===== src/rtl/rng_sequencer.sv =====
// Sequences an external 128-bit XNOR LFSR: seed load, warm-up discard, then one word per STEPS_PER_WORD steps.
// Latency: seed accept at T -> word at T+2+WARMUP_STEPS+STEPS_PER_WORD; word accept at H -> next word at H+1+STEPS_PER_WORD.
// Backpressure: a word is held (LFSR frozen) until rand_ready; a new seed is accepted only in IDLE or HOLD.
module rng_sequencer #(
    parameter int WARMUP_STEPS = 32,
    parameter int STEPS_PER_WORD = 26,
    parameter logic [127:0] FIXUP_SEED = 128'h5A5A_5A5A_5A5A_5A5A_5A5A_5A5A_5A5A_5A5A
) (
    input  logic         clock,
    input  logic         reset,
    input  logic         seed_valid,
    input  logic [127:0] seed,
    output logic         seed_ready,
    output logic         lfsr_enable,
    output logic         lfsr_loadSeed,
    output logic [127:0] lfsr_seed,
    input  logic [127:0] lfsr_out,
    output logic         rand_valid,
    input  logic         rand_ready,
    output logic [127:0] rand_data,
    output logic         busy
);

    typedef enum logic [2:0] {IDLE, LOAD, WARMUP, GEN, HOLD} state_t;

    localparam logic [7:0] WARM_LAST = 8'((WARMUP_STEPS > 0) ? WARMUP_STEPS - 1 : 0);
    localparam logic [7:0] GEN_LAST  = 8'(STEPS_PER_WORD - 1);

    state_t       state;
    logic [7:0]   step_cnt;
    logic [127:0] seed_reg;
    logic [127:0] seed_fixed;
    logic         seed_fire;
    logic         rand_fire;

    // All-ones is the XNOR lock-up state; every other seed, including zero, is usable.
    assign seed_fixed = (&seed) ? FIXUP_SEED : seed;
    assign seed_fire  = seed_valid && seed_ready;
    assign rand_fire  = rand_valid && rand_ready;

    always_ff @(posedge clock) begin
        if (reset) begin
            state    <= IDLE;
            step_cnt <= 8'd0;
            seed_reg <= 128'h0;
        end else begin
            case (state)
                IDLE: begin
                    if (seed_fire) begin
                        seed_reg <= seed_fixed;
                        state    <= LOAD;
                    end
                end
                LOAD: begin
                    step_cnt <= 8'd0;
                    state    <= (WARMUP_STEPS == 0) ? GEN : WARMUP;
                end
                WARMUP: begin
                    if (step_cnt == WARM_LAST) begin
                        step_cnt <= 8'd0;
                        state    <= GEN;
                    end else begin
                        step_cnt <= step_cnt + 8'd1;
                    end
                end
                GEN: begin
                    if (step_cnt == GEN_LAST) begin
                        step_cnt <= 8'd0;
                        state    <= HOLD;
                    end else begin
                        step_cnt <= step_cnt + 8'd1;
                    end
                end
                HOLD: begin
                    if (seed_fire) begin
                        seed_reg <= seed_fixed;
                        step_cnt <= 8'd0;
                        state    <= LOAD;
                    end else if (rand_fire) begin
                        step_cnt <= 8'd0;
                        state    <= GEN;
                    end
                end
                default: state <= IDLE;
            endcase
        end
    end

    // Reset gates every output so nothing leaks while reset is held, even before the first edge.
    always_comb begin
        seed_ready    = !reset && (state == IDLE || state == HOLD);
        lfsr_enable   = !reset && (state == LOAD || state == WARMUP || state == GEN);
        lfsr_loadSeed = !reset && (state == LOAD);
        lfsr_seed     = reset ? 128'h0 : seed_reg;
        rand_valid    = !reset && (state == HOLD);
        rand_data     = rand_valid ? lfsr_out : 128'h0;
        busy          = !reset && (state != IDLE);
    end

endmodule


===== config.mk =====
export PLATFORM = sky130hd
export DESIGN_NAME = rng_sequencer
export DESIGN_NICKNAME = d
export VERILOG_FILES = /design/src/rtl/rng_sequencer.sv
export SDC_FILE = /design/constraint.sdc
export NUM_CORES = 1
export LEC_CHECK = 0
export ABC_AREA = 1
export CORE_AREA = 2 2 202 204
export CTS_CLUSTER_DIAMETER = 60
export DETAILED_ROUTE_END_ITERATION = 10
export DIE_AREA = 0 0 204 206
export SETUP_SLACK_MARGIN = 0.05
export SYNTH_ARGS = -nofsm -noshare
export SYNTH_HDL_FRONTEND = slang
export SYNTH_SLANG_ARGS = --single-unit

===== constraint.sdc =====
create_clock -name clock -period 1.87 [get_ports clock]
set_input_delay 0.561 -clock clock [delete_from_list [all_inputs] [get_ports clock]]
set_output_delay 0.561 -clock clock [all_outputs]
set_load 0.02 [all_outputs]

==> flow_metrics.py, run 1 <==
metrics = {
    "floorplanning": {
        "die_w_microns": 204,
        "die_y_microns": 206,
        "core_area_sq_mm": 0.0402,
        "floorplan.initialDensity": 0.207,
        "top_level_ports": 521,
        "core.rowCount": 74,
        "die_area_sq_mm": 0.0420,
    },
    "layout": {
        "final-seq-area_sq_mm": 0.00279,
        "drive_gt1_frac": 0.368,
        "instances_no_fill": 2740,
        "multiInputGateArea_sq_mm": 0.00507,
        "final_net_count": 2450,
        "area.growth.synth_to_final_pct": 128,
        "share_of_the_core_filled_with_cells": 0.472,
        "largest_register_ffs": 128,
        "fillCellCount": 3941,
    },
    "logic_synthesis": {
        "seq_area_frac_synth": 0.335,
        "synthesized_instance_count": 1474,
        "synthDominantCellAreaShare": 0.335,
        "net_count_after_synthesis": 1736,
        "netlist.top_cell.by_area": "sky130_fd_sc_hd__dfxtp_1",
        "synth_enable_flop_cells": 0,
        "synth_warnings": 0,
        "synth-async-reset-ratio": 0,
        "synth.cell_area_sq_mm": 0.00831,
        "synth.top_cells.by_count": "sky130_fd_sc_hd__inv_1 (404), sky130_fd_sc_hd__nor2_1 (375), sky130_fd_sc_hd__nand2_1 (311)",
        "postSynthRegisterBits": 139,
        "synth_top_cells_by_area": "sky130_fd_sc_hd__dfxtp_1 (33%), sky130_fd_sc_hd__inv_1 (18%), sky130_fd_sc_hd__nor2_1 (17%)",
        "postSynth.topFlopCell": "sky130_fd_sc_hd__dfxtp_1",
        "syn_avg_cell_area_sq_um": 5.64,
        "netlist_cell_types": 27,
        "synthMostInstantiatedCell": "sky130_fd_sc_hd__inv_1",
    },
    "critical_path": {
        "crit_path_start": "state[0]$_SDFFE_PP0P_",
        "critical_path.n_buffers_inverters": 4,
        "cp_startpoint_kind": "register",
        "rr_worst_depth": 10,
        "critical_path_cell_count": 8,
        "critical_path.top_delay_family": "buffers and inverters",
        "worstSetupEndpointType": "output port",
        "criticalPathCategory": "register to output port",
        "crit_reg_reg_endpoint": "step_cnt[1]$_SDFFE_PP0P_",
        "critical_path_required_ns": 1.31,
        "r2r-start": "state[0]$_SDFFE_PP0P_",
        "crit_path_top_delay_cell": "sky130_fd_sc_hd__dfxtp_2",
        "critPathArrivalTime_ns": 1.83,
        "slowest_delay_ns": 0.34,
        "path_cells": "inv_2, nand2_4, nor2_4, nand2_8, buf_12, buf_12, nor2_4, buf_6",
        "timing.critical_path.to": "rand_data[43]",
        "timing.reg2reg.setup_slack_ns": 0.15,
        "largest_fanout_on_the_critical_path": 13,
    },
    "detailed_routing": {
        "routed_wirelength_microns": 48200,
        "post_dr_wirelength_cell_microns": 17.6,
        "post-route-drc-count": 0,
        "drt_first_iter_violations": 429,
        "number_of_nets_still_failing_antenna_checks_after_routing": 0,
        "dr_total_vias": 11338,
        "detailedRoute.firstPassIterationCount": 5,
        "viasPerCell": 4.14,
    },
    "flow_run": {
        "drv_cap": 0,
    },
    "timing": {
        "finalWorstPathRequiredPeriod_ns": 2.39,
        "setup-tns-final_ns": -62.02,
        "maxSlewHeadroom": 0.829,
        "grt_setup_unrepaired": "true",
        "tightestPinTransition_ns": 0.256,
        "clock.fmax_mhz": 418,
        "maxSlewViolCount": 0,
        "timing_hold_violations_final": 0,
        "report.final.setup_viol": 219,
        "final_critical_path_setup_slack_ns": -0.520,
        "final.period_utilization": 1.28,
        "finalClockSkew_ns": 0.00709,
    },
    "global_route": {
        "antenna_violations_before_repair": 17,
        "grt_usage": 0.196,
        "grt_start_max_net_pins": 43,
        "global_route.overflow_total": 0,
        "first_global_vias": 10175,
        "grt_first_pass_wirelength_microns": 60900,
    },
    "cts": {
        "number_of_clock_buffers_inserted_by_tritoncts": 17,
        "clk_transition_reported_paths_ns": 0.07,
        "post_cts_hold_buffer_count": 0,
        "htree_num_levels": 4,
        "clock_latency_of_the_later_clocked_register_in_the_worst_skew_pair_ns": 0.43,
        "cts.path.max_buffers": 2,
        "clockRootBuffer": "sky130_fd_sc_hd__clkbuf_16",
        "clkSinkCount": 139,
        "cts_tree": "yes",
    },
    "worst_hold_path": {
        "hold_class": "primary input to register",
    },
    "power": {
        "p_leak_nw": 10.5,
        "post-layout-total-power_mw": 14.7,
        "ir_worst_vdd_mv": 0.446,
        "powerDensity_mw_per_mm2": 776,
    },
    "placement": {
        "globalplace.congestion": 0.927,
        "io_buffer_count": 520,
        "hpwlAfterDp_microns": 35400,
        "post_placement_worst_setup_slack_ns": -0.708,
        "dpl.cell_count": 2618,
    },
    "outcome": {
        "result_of_the_run": "finished, violations left",
        "violations": "negative setup slack",
    },
}
[stage by stage]
step                area (sq um)  hold WS [ns]
floorplan                   8420         0.458
global placement           15200         0.466
detailed placement         15200         0.484
CTS                        16200         0.494
global route               19000         0.378
finish                     19000         0.385
[layer usage]
metal  vias to the layer above  track usage  wire length [microns]
li1                       5607            -                      -
met1                      5214        0.206                  17300
met2                       422        0.370                  25600
met3                        85       0.0541                   3680
met4                        10       0.0732                   1540
met5                         -            0                     64
[kinds of logic after synthesis]
family | synth area share
buffers and inverters | 0.241
AO/OA/AOI/OAI | 0.0873
adder cells (fa/ha/maj) | 0.00301
AND/OR/NAND/NOR | 0.333
XOR/XNOR | 0.00105
flip-flops | 0.335
[worst min path at each step]
stage                                        start                         end  slack (ns)  depth (start not counted)
final                                    seed[126]  seed_reg[126]$_SDFFE_PP0P_        0.38                          3
after floorplan           step_cnt[6]$_SDFFE_PP0P_    step_cnt[6]$_SDFFE_PP0P_        0.46                          2
after CTS                 step_cnt[7]$_SDFFE_PP0P_    step_cnt[7]$_SDFFE_PP0P_        0.49                          2
after global routing                     seed[126]  seed_reg[126]$_SDFFE_PP0P_        0.38                          3
after detailed placement  step_cnt[7]$_SDFFE_PP0P_    step_cnt[7]$_SDFFE_PP0P_        0.48                          2
after global placement    step_cnt[6]$_SDFFE_PP0P_    step_cnt[6]$_SDFFE_PP0P_        0.47                          2
[layout make-up]
type / count / area share
Sequential cell: 139 / 0.147
Clock inverter: 15 / 0.00929
Tap cell: 532 / 0.0351
Multi-Input combinational cell: 860 / 0.267
Inverter: 406 / 0.0803
Timing Repair Buffer: 764 / 0.438
Clock buffer: 17 / 0.0224
Antenna cell: 7 / 0.000923
[where the power goes]
part | switching [mW] | total, mW | internal (mW)
clock | 1.58 | 3.60 | 2.02
sequential | 0.222 | 4.03 | 3.81
combinational | 3.88 | 7.10 | 3.22
total | 5.68 | 14.7 | 9.05
[worst register-to-register path: cells and delay by family (launching register included)]
kind	cells	cell delay, ns
AO/OA/AOI/OAI	1	0.20
buffers and inverters	5	0.56
flip-flops	1	0.36
AND/OR/NAND/NOR	4	0.50
[cells in the final DEF, fill, tap and decap left out, types with 30 or more instances in the layout]
cell / instances
sky130_fd_sc_hd__buf_4: 221
sky130_fd_sc_hd__nand2_1: 287
sky130_fd_sc_hd__buf_6: 186
sky130_fd_sc_hd__nor2_2: 62
sky130_fd_sc_hd__clkdlybuf4s50_1: 130
sky130_fd_sc_hd__nor2_4: 171
sky130_fd_sc_hd__clkbuf_16: 34
sky130_fd_sc_hd__dlymetal6s2s_1: 128
sky130_fd_sc_hd__buf_12: 38
sky130_fd_sc_hd__dfxtp_1: 137
sky130_fd_sc_hd__o21ai_0: 101
sky130_fd_sc_hd__inv_1: 402
sky130_fd_sc_hd__nor2_1: 147
sky130_fd_sc_hd__o21ai_1: 30
[repair_timing]
action                     CTS  global route
pin swaps                    2           116
buffers inserted            12            51
setup endpoints to repair  325           325
cloned                       2            21
gates resized for setup    628          1002
No activity file was read; power rests on OpenSTA's default activity.
==> run 2, diff against run 1 <==
CTS_CLUSTER_DIAMETER = unset   (was 60)
==> results of run 2 <==
No change in the layout: final DEF, timing and power equal those of run 1.
==> run 3, diff against run 2 <==
ABC_CLOCK_PERIOD_IN_PS = 1870   (was unset)
==> results of run 3 <==
No change in the layout: final DEF, timing and power equal those of run 1.
